File: src/rtl/spi_drain_scheduler.sv
// Drain scheduler between the sample FIFO and the SPI master feeding the MBED uC.
// Optional FIFO-level auto-drain is enabled by defining SPI_DRAIN_WATERMARK_EN.
module spi_drain_scheduler #(
    parameter int BURST_LEN   = 4,
    parameter int TIMEOUT_CYC = 4096,
    parameter int CNT_W       = 16
) (
    input  logic             SYS_CLK,
    input  logic             RST,
    input  logic             CLR,
    input  logic             TICK,
    input  logic             MAN_REQ,
    input  logic             FIFO_EMPTY,
    input  logic             FIFO_FULL,
    input  logic             SPI_FIN,
`ifdef SPI_DRAIN_WATERMARK_EN
    input  logic [8:0]       FIFO_USEDW,
    input  logic [8:0]       WMARK,
`endif
    output logic             SPI_ENA,
    output logic             FIFO_RD,
    output logic             BUSY,
    output logic             OVF,
    output logic             ERR,
    output logic [CNT_W-1:0] WORD_CNT,
    output logic [1:0]       DBG_STATE
);

    localparam int TMR_W = (TIMEOUT_CYC > 1) ? $clog2(TIMEOUT_CYC) : 1;
    localparam logic [TMR_W-1:0] TMR_LAST = TMR_W'(TIMEOUT_CYC - 1);
    localparam logic [7:0] BURST = 8'(BURST_LEN);

    typedef enum logic [1:0] {
        IDLE = 2'd0,
        XFER = 2'd1,
        POP  = 2'd2,
        GAP  = 2'd3
    } state_t;

    state_t           state;
    logic [TMR_W-1:0] timer;
    logic [7:0]       remaining;
    logic             pending;
    logic             fin_q;
    logic             full_q;

    logic req;
    logic start;
    logic fin_rise;
    logic full_rise;

    assign req       = TICK | MAN_REQ;
    assign fin_rise  = SPI_FIN & ~fin_q;
    assign full_rise = FIFO_FULL & ~full_q;

`ifdef SPI_DRAIN_WATERMARK_EN
    // A FIFO at or above the watermark behaves like a fresh request while idle.
    assign start = req | pending | ((WMARK != 9'd0) && (FIFO_USEDW >= WMARK));
`else
    assign start = req | pending;
`endif

    assign BUSY      = (state != IDLE);
    assign DBG_STATE = state;

    always_ff @(posedge SYS_CLK or posedge RST) begin
        if (RST) begin
            state     <= IDLE;
            timer     <= '0;
            remaining <= '0;
            pending   <= 1'b0;
            fin_q     <= 1'b0;
            full_q    <= 1'b0;
            SPI_ENA   <= 1'b0;
            FIFO_RD   <= 1'b0;
            OVF       <= 1'b0;
            ERR       <= 1'b0;
            WORD_CNT  <= '0;
        end else begin
            fin_q   <= SPI_FIN;
            full_q  <= FIFO_FULL;
            FIFO_RD <= 1'b0;

            if (full_rise)
                OVF <= 1'b1;
            else if (CLR)
                OVF <= 1'b0;

            // Cleared here first so a timeout in the same cycle still sets it.
            if (CLR)
                ERR <= 1'b0;

            // Requests arriving mid-burst collapse into one pending slot.
            if (req)
                pending <= 1'b1;

            case (state)
                IDLE: begin
                    pending <= 1'b0;
                    if (start && !FIFO_EMPTY) begin
                        state     <= XFER;
                        SPI_ENA   <= 1'b1;
                        timer     <= '0;
                        remaining <= BURST;
                    end
                end
                XFER: begin
                    if (fin_rise) begin
                        state   <= POP;
                        SPI_ENA <= 1'b0;
                        FIFO_RD <= 1'b1;
                    end else if (timer == TMR_LAST) begin
                        state   <= IDLE;
                        SPI_ENA <= 1'b0;
                        ERR     <= 1'b1;
                    end else begin
                        timer <= timer + TMR_W'(1);
                    end
                end
                POP: begin
                    WORD_CNT  <= WORD_CNT + CNT_W'(1);
                    remaining <= remaining - 8'd1;
                    timer     <= '0;
                    state     <= GAP;
                end
                GAP: begin
                    // FIFO_EMPTY here is at least one cycle past the pop.
                    if (!SPI_FIN) begin
                        if (remaining != 8'd0 && !FIFO_EMPTY) begin
                            state   <= XFER;
                            SPI_ENA <= 1'b1;
                            timer   <= '0;
                        end else begin
                            state <= IDLE;
                        end
                    end else if (timer == TMR_LAST) begin
                        state <= IDLE;
                        ERR   <= 1'b1;
                    end else begin
                        timer <= timer + TMR_W'(1);
                    end
                end
                default: state <= IDLE;
            endcase

            if (CLR)
                WORD_CNT <= '0;
        end
    end

endmodule

File: config.mk
export PLATFORM = sky130hd
export DESIGN_NAME = spi_drain_scheduler
export DESIGN_NICKNAME = d
export VERILOG_FILES = /design/src/rtl/spi_drain_scheduler.sv
export SDC_FILE = /design/constraint.sdc
export NUM_CORES = 1
export LEC_CHECK = 0
export BUFFER_PORTS_ARGS = -buffer_cell sky130_fd_sc_hd__clkbuf_2
export CAP_MARGIN = 20
export CORE_MARGIN = 1.5
export CORE_UTILIZATION = 30
export CTS_CLUSTER_SIZE = 25
export DETAILED_ROUTE_END_ITERATION = 7
export PLACE_DENSITY = 0.51
export SYNTH_ARGS = -nofsm -noshare
export SYNTH_HDL_FRONTEND = slang
export SYNTH_SLANG_ARGS = --single-unit
File: constraint.sdc
create_clock -name SYS_CLK -period 3.15 [get_ports SYS_CLK]
set_input_delay 0.4725 -clock SYS_CLK [delete_from_list [all_inputs] [get_ports SYS_CLK]]
set_output_delay 0.4725 -clock SYS_CLK [all_outputs]
set_load 0.02 [all_outputs]
# Yosys cells after proc, flatten, opt, wreduce, memory -nomap -nowiden
# Index checks and enable logic that the tools add are counted.
# word_totals
wordCells	77
output_inout_bits	23
register_bits	45
inputBits	8
# op_classes
eq_ne	10
reduce_logical	14
addsub	3
muxes	33
bitwise_logic	6
# op_table
cell	n
$mux 12	5
$pmux 12 s4	1
$mux 16	2
$add 16x1->16 const B	1
$mux 1	16
$pmux 8 s2	1
$add 12x1->12 const B	1
$eq 12x12->1 const B	1
$reduce_bool 2->1	5
$mux 2	4
$mux 8	1
$ne 2x2->1 const B	4
$pmux 2 s4	1
$reduce_bool 8->1	1
$sub 8x1->8 const B	1
$ne 3x3->1 const B	2
$reduce_and 5->1	1
$eq 2x2->1 const B	2
$pmux 1 s3	1
$reduce_and 3->1	1
$reduce_bool 3->1	1
$and 1x1->1	2
$eq 2x1->1 const B	1
$logic_and 1x1->1	2
6 further kinds	8

# Logic depth before layout (Yosys ltp)
# Gate-level depths: netlist of run 1.
# logic_depth
word_depth	5
ltp_mapped	6
depth_no_buf	6

# Worst setup path before layout of run 1
# OpenSTA, ideal clock, no wires.
# synth_timing
path_kind	reg2reg
startpoint	reg state[0], in the netlist DBG_STATE[0]
endpoint	reg WORD_CNT[15]
setup_slack_ns	1.267
path_stages_with_launch	6
required_time_ns	3.022
setup_time_ns	0.128
t_arrival_ns	1.755
n_path_buf	1
cell_sequence	dfrtp_1 nand3b_4 or3_1 buf_2 nor4_1 mux2_1
# synth_between
elab_chain_cells	2
# synth_rtl
element	line	rtl
start, declared	40	state_t state;
start signal, assigned	68	state <= IDLE;
start signal, assigned	101	state <= XFER;
start signal, assigned	109	state <= POP;
$eq 2x2->1	97	case (state)
$reduce_bool 2->1 (no source line)	-	
end signal, assigned	121	WORD_CNT <= WORD_CNT + CNT_W'(1);
end, declared	25	output logic [CNT_W-1:0] WORD_CNT,
# Every way passes these cells.
# A chain may end at the register's enable or synchronous reset.

# Final worst setup path of run 1
# layout_timing
startpoint	reg state[1], in the netlist DBG_STATE[1]
endpoint	reg WORD_CNT[15]
# The elaborated chain is that of the path after synthesis.

==> qor.txt, run 1 <==
Pleak = 1.20 nW
CP required = 3.34 ns
Crit path time final = 2.04 ns
R2r endpoint = WORD_CNT[15]
Diode count = 0
Final Cell Area = 2770 sq um
Period utilization = 64.8%
Syn. warnings = 0
# resized after CTS = 0
CP arrival = 2.23 ns
Clk_lat worst skew = 0.31 ns
Post-synth EDFFs = 0
Post-route DRC = 0
Die W = 92.2 um
CTS buffer count = 5
Crit path from = DBG_STATE[1]
Crit path largest cell delay = 0.68 ns
H-tree depth = 2
CTS tree = yes
Detailed Route WL = 5.22 mm
Max transition margin = 63.6%
Non-filler cells, final = 383
Multi-input gate area = 1150 sq um
Ys flop type = dfrtp_1
Cells after Synth = 252
Synth top area share = 47.1%
Status = finished, final reports clean
CP Capture Type = flip-flop
Commonest cells in the netlist = dfrtp_1, inv_1, nor2_1
Root Driver = clkbuf_8
Area growth from synthesis to layout = 15.9%
DR iter-0 viols = 94
Via Count = 1957
Crit path cell chain = nand3b_4 > or3_1 > nor4_1 > mux2_1
Vias per inst = 5.11
DPL Wire Length = 3.60 mm
Crit path to = WORD_CNT[15]
Final net count = 292
Vias in the first global route = 1824
#FFs+latches synth = 45
Initial core utilization = 30.9%
Reg2reg start = DBG_STATE[1]
Sequential share of the synthesized area = 47.1%
R2r worst-path depth = 4
VDD IR max = 0.338 mV
Die Height = 92.2 um
Slew @ Worst Pin = 0.544 ns
Post-CTS setup buffers = 0
Row count = 32
DR pass1 iterations = 4
Internal reg-to-reg setup slack = 1.11 ns
Mean Syn Cell Area = 9.48 sq um
CTS max path bufs = 2
Clock Skews = 0.00890 ns
Slowest CP cell = dfrtp_1
RSZ-0062 raised after global routing = false
Ys async rst share = 100%
Critical path launch point type = flip-flop
First-pass GRT wire length = 8.94 mm
Hold WC Path Type = in2async
Cell with the most instances after synthesis = dfrtp_1
Filler cells = 804
Pwr/cell area = 700 nW/um^2
DIE AREA = 8510 sq um
CP max FO = 16
Grt ovf = 0
Placed instance area = 2630 sq um
Crit path kind = reg2reg
Total of max-cap violations = 0
Layout cell share with drive strength beyond 1 = 15.7%
Initial antenna violation count = 0
Yosys cell types = 50
Final hold violation count = 0
Largest net degree at the start of global routing = 46
Core box area = 7730 sq um
Final slew viol count = 0
Syn_nets = 264
CTS Hold Buffers Added = 0
Gpl congestion = 0.825
Placed cell count = 374
Main area contributors after synthesis = dfrtp_1, o211ai_1, inv_1
FF+latch area = 1130 sq um
Setup TNS = 0 ns
Global Route Usage Sum = 13.2%
Port Buffer Count = 30
Max Clk Rate = 0.490 GHz
Clock-pin slew on the worst setup and hold paths = 0.09 ns
# setup viols final = 0
Synthesized area = 2390 sq um
I/O pins = 31
Final ANT Viol Nets = 0
Post-synth top area cell = dfrtp_1
DR WL/cell = 13.6 um
Clock sink count = 45
==> worst min-delay path by stage <==
| stage | endpoint | start | slack [ns] | cells after the start |
|---|---|---|---|---|
| finish | WORD_CNT[10] | RST | 0.07 | 2 |
| CTS | full_q | FIFO_FULL | 0.28 | 1 |
| floorplan | remaining[6] | remaining[6] | 0.45 | 1 |
| global placement | remaining[6] | remaining[6] | 0.47 | 1 |
| detailed placement | remaining[7] | remaining[7] | 0.47 | 1 |
| global route | WORD_CNT[10] | RST | 0.08 | 2 |
==> sequential cells by signal, indices dropped and copies added (netlist names) <==
name	count
OVF	1
WORD_CNT	16
full_q	1
fin_q	1
DBG_STATE	2
FIFO_RD	1
timer	12
remaining	8
ERR	1
pending	1
SPI_ENA	1
==> power breakdown <==
| part | switching (mW) | internal [mW] | leakage [nW] | total, mW |
|---|---|---|---|---|
| Sequential | 0.169 | 0.698 | 0.600 | 0.867 |
| Clock | 0.204 | 0.259 | 0.0585 | 0.462 |
| Combinational | 0.359 | 0.249 | 0.544 | 0.608 |
==> routing by layer <==
metal / share of wire [%] / global-route usage (%) / wire length (um) / up-vias
met5: 0 / 0 / 0 / -
met3: 4.0 / 2.65 / 207 / 8
met4: 1.7 / 4.62 / 88 / 0
met1: 53 / 19.3 / 2790 / 931
met2: 41 / 19.1 / 2140 / 44
li1: - / - / - / 974
==> kinds of logic (layout without fill, tap and decap cells) <==
logic type               after synthesis  count (layout)  share of synthesized area (%)
multiplexers                           4               4                           1.73
flip-flops                            45              45                           47.1
XOR/XNOR                              11              11                           4.03
buffers and inverters                 30              59                           4.77
adder cells (fa/ha/maj)                4               4                           2.10
AO/OA/AOI/OAI                         61              61                           17.4
AND/OR/NAND/NOR                       97              97                           22.8
==> placed cells by master (no fill, tap or decap), drive strengths merged, types with 2 or more instances in the layout <==
master / synthesis / layout
ha: 4 / 4
a211o: 2 / 2
nor4b: 2 / 2
a21oi: 10 / 10
mux2i: 3 / 3
and4: 2 / 2
inv: 19 / 19
o31ai: 4 / 4
clkbuf: 10 / 37
nor4: 3 / 3
xnor2: 7 / 7
nor2b: 3 / 3
or4: 5 / 5
nor2: 19 / 19
nor3b: 2 / 2
or3: 9 / 9
a21o: 2 / 2
o21ai: 16 / 16
and2: 4 / 4
a22o: 3 / 3
or2: 4 / 4
nand2: 14 / 14
and3: 2 / 2
nand3: 7 / 7
o211ai: 11 / 11
nand2b: 3 / 3
nand4: 6 / 6
buf: 1 / 2
a41oi: 2 / 2
xor2: 4 / 4
nor3: 10 / 10
dfrtp: 45 / 45
==> stage by stage <==
stage | worst slack, ns | hold WS, ns | util [%] | total power [mW]
finish | 1.11 | 0.0724 | 35.8 | 1.94
floorplan | 1.27 | 0.446 | - | 1.31
global placement | 1.15 | 0.471 | 34.1 | 1.48
global route | 0.995 | 0.0841 | 35.8 | 2.09
CTS | 1.08 | 0.284 | 35.6 | 1.97
detailed placement | 1.09 | 0.473 | 34.1 | 1.49
==> cell type report <==
type / count / share of cell area, %
clock buffer: 7 / 3.12
multi-input combinational: 177 / 41.5
tap: 102 / 4.61
inverter: 19 / 2.58
sequential: 45 / 40.7
clock inverter: 1 / 1.08
timing repair buffer: 32 / 6.42
==> worst max-delay path: cells and delay by family, from the launching register on <==
| family | cells | cell delay [ns] |
|---|---|---|
| muxes | 1 | 0.35 |
| and+or+nand+nor | 3 | 0.90 |
| DFF | 1 | 0.68 |
Note: power is estimated with default switching activity, not from simulation.
==> inputs of run 2 (changes only) <==
- clock period: 3.15 -> 1.9 ns (I/O delays scaled with it)
==> qor.txt, run 2 (synthesized netlist as in run 1, its figures left out) <==
Status = finished, final reports clean (unchanged)
Max Clk Rate = 0.569 GHz (was 0.490 GHz)
CTS tree = yes (unchanged)
CTS max path bufs = 2 (unchanged)
Grt ovf = 0 (unchanged)
Critical path launch point type = flip-flop (unchanged)
DPL Wire Length = 3.67 mm (was 3.60 mm)
# setup viols final = 0 (unchanged)
Total power = 3.31 mW (was 1.94 mW)
Root Driver = clkbuf_8 (unchanged)
Pwr/cell area = 1150 nW/um^2 (was 700 nW/um^2)
DIE AREA = 8510 sq um (unchanged)
Diode count = 0 (unchanged)
Period utilization = 92.5% (was 64.8%)
DR iter-0 viols = 100 (was 94)
CP Capture Type = flip-flop (unchanged)
Power Internal = 2.06 mW (was 1.21 mW)
RSZ-0062 raised after global routing = false (unchanged)
Largest register FFs = 16 (unchanged)
Vias in the first global route = 1936 (was 1824)
Detailed Route WL = 5.23 mm (was 5.22 mm)
CTS buffer count = 5 (unchanged)
Crit path kind = reg2reg (unchanged)
H-tree depth = 2 (unchanged)
Final hold violation count = 0 (unchanged)
First-pass GRT wire length = 9.16 mm (was 8.94 mm)
Final net count = 305 (was 292)
Non-filler cells, final = 396 (was 383)
Initial antenna violation count = 0 (unchanged)
Final ANT Viol Nets = 0 (unchanged)
Port Buffer Count = 30 (unchanged)
Final worst slack = 0.142 ns (was 1.11 ns)
Clock sink count = 45 (unchanged)
Core box area = 7730 sq um (unchanged)
Largest regs = WORD_CNT (16), timer (12), remaining (8) (unchanged)
VDD IR max = 0.652 mV (was 0.338 mV)
Row count = 32 (unchanged)
Placed cell count = 387 (was 374)
Global Route Usage Sum = 13.4% (was 13.2%)
Setup TNS = 0 ns (unchanged)
Slew @ Worst Pin = 0.618 ns (was 0.544 ns)
Area growth from synthesis to layout = 20.1% (was 15.9%)
Sw Pwr = 1.25 mW (was 0.731 mW)
Combinational fraction of design power = 36.6% (was 31.4%)
Placed instance area = 2740 sq um (was 2630 sq um)
DR WL/cell = 13.2 um (was 13.6 um)
Final Cell Area = 2870 sq um (was 2770 sq um)
Filler cells = 805 (was 804)
Commonest non-fill, non-tap cell in the layout = dfrtp_1 (unchanged)
Clk_lat worst skew = 0.30 ns (was 0.31 ns)
Clock Skews = 0.0137 ns (was 0.00890 ns)
Via Count = 1992 (was 1957)
Hold WC Path Type = in2reg (was in2async)
Vias per inst = 5.03 (was 5.11)
Initial core utilization = 30.9% (unchanged)
Sequential power share = 40.8% (was 44.7%)
CP max FO = 15 (was 16)
Sw Ratio = 37.7% (was 37.8%)
DR pass1 iterations = 4 (unchanged)
R2r worst-path depth = 5 (was 4)
I/O pins = 31 (unchanged)
Clock-pin slew on the worst setup and hold paths = 0.10 ns (was 0.09 ns)
CP required = 2.11 ns (was 3.34 ns)
WHS Path Cells = 1
Post-route DRC = 0 (unchanged)
Final slew viol count = 0 (unchanged)
Worst slack, placed = 0.111 ns (was 1.09 ns)
Largest net degree at the start of global routing = 46 (unchanged)
Total of max-cap violations = 0 (unchanged)
Layout cell share with drive strength beyond 1 = 19.4% (was 15.7%)
Die W = 92.2 um (unchanged)
Biggest register = WORD_CNT (unchanged)
Die Height = 92.2 um (unchanged)
Pleak = 1.26 nW (was 1.20 nW)
Max transition margin = 58.6% (was 63.6%)
Crit path time final = 1.76 ns (was 2.04 ns)
Commonest cells after routing, fill and taps aside = dfrtp_1, clkbuf_2, nor2_1, inv_1, nand2_1 (unchanged)
CP arrival = 1.96 ns (was 2.23 ns)
Clock network power share = 22.6% (was 23.9%)
Gpl congestion = 0.774 (was 0.825)
run 2: changes by cell type in the layout (fill, tap and decap cells not counted), sizes merged:
| cell | delta |
|---|---|
| buf | +12 |
| clkbuf | -1 |
| clkinv | +1 |
| dlygate4sd3 | +1 |
run 2: timing repair:
action / 4_1_cts / 5_1_grt
setup buffers: 0 / 0
setup endpoints to repair: 0 / 1
endpoints found under the hold margin: 10 / 0
hold buffers: 1 / 0
gates resized for setup: 0 / 1
run 2: area by class of cell:
| class | count | area (sq um) | area share (%) |
|---|---|---|---|
| Clock buffer | 6 | 72.6 | 2.53 |
| Clock inverter | 2 | 38.8 | 1.35 |
| Inverter | 19 | 71.3 | 2.49 |
| Multi-Input combinational cell | 177 | 1150 | 40.3 |
| Sequential cell | 45 | 1130 | 39.2 |
| Tap cell | 102 | 128 | 4.45 |
| Timing Repair Buffer | 45 | 278 | 9.68 |
run 2: stage by stage:
stage | util, % | hold WS (ns)
2_1_floorplan | - | 0.316
3_3_place_gp | 35.5 | 0.331
3_5_place_dp | 35.5 | 0.336
4_1_cts | 37.0 | 0.0995
5_1_grt | 37.1 | 0.0848
6_report | 37.1 | 0.107
run 2: worst paths after layout:
| kind | from | end | slack, ns |
|---|---|---|---|
| max | DBG_STATE[1] | timer[11] | 0.14 |
| min | FIFO_FULL | full_q | 0.11 |
| max reg2reg | DBG_STATE[1] | timer[11] | 0.14 |
| min reg2reg | remaining[6] | remaining[6] | 0.49 |
| max in group asynchronous | RST | timer[10] | 1.13 |
| min in group asynchronous | RST | WORD_CNT[13] | 0.55 |
run 2: power groups by stage:
stage	registers [mW]	logic [mW]	clock network, mW
2_1_floorplan	1.41	0.762	0
5_1_grt	1.39	1.38	0.806
3_5_place_dp	1.36	1.22	0
3_3_place_gp	1.37	1.22	0
4_1_cts	1.35	1.23	0.775
6_report	1.35	1.21	0.750
run 2: critical path, stage by stage (launching register included):
cell and delay, ns:
dfrtp_1 0.42, buf_4 0.20, nand2b_1 0.14, o211ai_1 0.28
or3_1 0.39, a41oi_1 0.22
run 2: routing by layer:
| layer | routed length (um) | vias to the layer above | GRT usage (%) | share of wire, % |
|---|---|---|---|---|
| met1 | 2750 | 947 | 18.9 | 53 |
| met3 | 223 | 5 | 3.15 | 4.3 |
| met2 | 2190 | 48 | 19.6 | 42 |
| met5 | 0 | - | 0 | 0 |
| li1 | - | 992 | - | - |
| met4 | 68 | 0 | 5.13 | 1.3 |
==> inputs of run 3 (changes only) <==
- CORE_UTILIZATION: 30 -> 55
- PLACE_DENSITY: 0.51 -> 0.8
- clock period: 1.9 -> 2.3 ns (I/O delays scaled with it)
==> qor.txt, run 3 (synthesized netlist as in run 1, its figures left out) <==
Status = finished, final reports clean (unchanged)
Max transition margin = 62.9% (was 58.6%)
Critical path launch point type = flip-flop (unchanged)
Max Clk Rate = 0.552 GHz (was 0.569 GHz)
Post-CTS setup buffers = 0 (unchanged)
First-pass GRT wire length = 8.08 mm (was 9.16 mm)
Vias in the first global route = 1859 (was 1936)
Combinational fraction of design power = 36.0% (was 36.6%)
Commonest cells after routing, fill and taps aside = dfrtp_1, clkbuf_2, nor2_1, inv_1, nand2_1 (unchanged)
DIE AREA = 4750 sq um (was 8510 sq um)
Filler cells = 335 (was 805)
Non-filler cells, final = 335 (was 396)
Final hold violation count = 0 (unchanged)
Internal reg-to-reg setup slack = 0.49 ns (was 0.14 ns)
Diode count = 0 (unchanged)
Largest register FFs = 16 (unchanged)
Detailed Route WL = 4.79 mm (was 5.23 mm)
Largest net degree at the start of global routing = 46 (unchanged)
Pleak = 1.21 nW (was 1.26 nW)
CP Capture Type = flip-flop (unchanged)
RSZ-0062 raised after global routing = false (unchanged)
Clock network power share = 21.7% (was 22.6%)
CTS max path bufs = 2 (unchanged)
Placed cell count = 328 (was 387)
I/O pins = 31 (unchanged)
Final worst slack = 0.488 ns (was 0.142 ns)
Total of max-cap violations = 0 (unchanged)
Sw Ratio = 37.5% (was 37.7%)
Gpl congestion = 0.845 (was 0.774)
Vias per inst = 5.92 (was 5.03)
Clock Skews = 0.00814 ns (was 0.0137 ns)
H-tree depth = 2 (unchanged)
Final ANT Viol Nets = 0 (unchanged)
Post-route DRC = 0 (unchanged)
DR iter-0 viols = 128 (was 100)
Final core utilization = 66.4% (was 37.1%)
Initial antenna violation count = 0 (unchanged)
CP required = 2.52 ns (was 2.11 ns)
# resized after CTS = 0 (unchanged)
CP arrival = 2.03 ns (was 1.96 ns)
Layout cell share with drive strength beyond 1 = 16.8% (was 19.4%)
# setup viols final = 0 (unchanged)
Die W = 68.9 um (was 92.2 um)
Pwr/cell area = 974 nW/um^2 (was 1150 nW/um^2)
Global Route Usage Sum = 22.8% (was 13.4%)
VDD IR max = 0.629 mV (was 0.652 mV)
Worst slack, placed = 0.497 ns (was 0.111 ns)
CTS Hold Buffers Added = 0 (was 1)
DR pass1 iterations = 5 (was 4)
Period utilization = 78.8% (was 92.5%)
Sw Pwr = 0.993 mW (was 1.25 mW)
Die Height = 68.9 um (was 92.2 um)
Reg2reg start = timer[0] (was DBG_STATE[1])
Largest regs = WORD_CNT (16), timer (12), remaining (8) (unchanged)
Power Internal = 1.65 mW (was 2.06 mW)
Core box area = 4090 sq um (was 7730 sq um)
Crit path largest cell delay = 0.49 ns (was 0.42 ns)
DR WL/cell = 14.3 um (was 13.2 um)
Clock-pin slew on the worst setup and hold paths = 0.08 ns (was 0.10 ns)
Port Buffer Count = 30 (unchanged)
Commonest non-fill, non-tap cell in the layout = dfrtp_1 (unchanged)
Total power = 2.65 mW (was 3.31 mW)
Initial core utilization = 58.5% (was 30.9%)
Crit path from = timer[0] (was DBG_STATE[1])
Sequential power share = 42.4% (was 40.8%)
Via Count = 1983 (was 1992)
CTS tree = yes (unchanged)
CTS buffer count = 5 (unchanged)
Final net count = 297 (was 305)
DPL Wire Length = 3.37 mm (was 3.67 mm)
Clk_lat worst skew = 0.30 ns (about the same)
Biggest register = WORD_CNT (unchanged)
CP max FO = 9 (was 15)
Final slew viol count = 0 (unchanged)
Area growth from synthesis to layout = 13.7% (was 20.1%)
Root Driver = clkbuf_8 (unchanged)
Hold WC Path Type = in2async (was in2reg)
Slowest CP cell = or4_1 (was dfrtp_1)
Slew @ Worst Pin = 0.557 ns (was 0.618 ns)
Crit path kind = reg2reg (unchanged)
Clock sink count = 45 (unchanged)
Crit path time final = 1.81 ns (was 1.76 ns)
Setup TNS = 0 ns (unchanged)
Crit path cell chain = ha_1 > nand4_1 > nor3_2 > buf_4 > or4_1 > o211ai_1 (was buf_4 > nand2b_1 > o211ai_1 > or3_1 > a41oi_1)
Grt ovf = 0 (unchanged)
Row count = 23 (was 32)
[run 3: cell types whose count changed in the layout (fill, tap and decap cells not counted)]
cell / change
buf_12: -1
buf_4: -6
clkbuf_1: -1
clkinv_1: +1
clkinv_2: +1
clkinv_4: -1
dlygate4sd3_1: -1
inv_2: -1
nor4_1: +1
nor4_2: -1
[run 3: critical path, delay by kind of cell, from the launching register on]
family	cells	cell delay [ns]
AO/OA/AOI/OAI	1	0.10
AND/OR/NAND/NOR	3	0.80
buffers and inverters	1	0.17
flip-flops	1	0.41
adder cells (fa/ha/maj)	1	0.25
[run 3: layout make-up]
type / count / area [sq um] / area share [%]
clock buffers: 5 / 68.8 / 2.53
multi-input cells: 177 / 1150 / 42.3
repair buffers: 37 / 203 / 7.47
inverters: 19 / 71.3 / 2.63
flip-flops and latches: 45 / 1130 / 41.5
well taps: 50 / 62.6 / 2.30
clock inverters: 2 / 35.0 / 1.29
[run 3: stage by stage]
stage | hold WS, ns | instance area, sq um
6_report | 0.160 | 2720
5_1_grt | 0.151 | 2720
4_1_cts | 0.160 | 2720
3_5_place_dp | 0.471 | 2610
3_3_place_gp | 0.470 | 2610
2_1_floorplan | 0.376 | 2390
[run 3: final timing paths]
kind,to,depth (start not counted)
hold reg to reg,remaining[6],1
min in group SYS_CLK,full_q,1
setup / recovery,timer[3],6
setup reg to reg,timer[3],6
hold / removal,WORD_CNT[12],3
max in group asynchronous,remaining[1],3
[run 3: metal layers]
| layer | track usage (%) | vias to the layer above | wire length (um) |
|---|---|---|---|
| li1 | - | 982 | - |
| met1 | 29.2 | 944 | 2290 |
| met2 | 36.8 | 50 | 2200 |
| met3 | 5.03 | 7 | 228 |
| met4 | 10.8 | 0 | 74 |
| met5 | 0 | - | 0 |
[run 3: power by group through the flow]
stage	combinational (mW)	sequential [mW]	clock, mW
2_1_floorplan	0.630	1.16	0
3_3_place_gp	0.925	1.12	0
3_5_place_dp	0.946	1.13	0
4_1_cts	0.953	1.12	0.593
5_1_grt	1.06	1.15	0.623
6_report	0.951	1.12	0.573
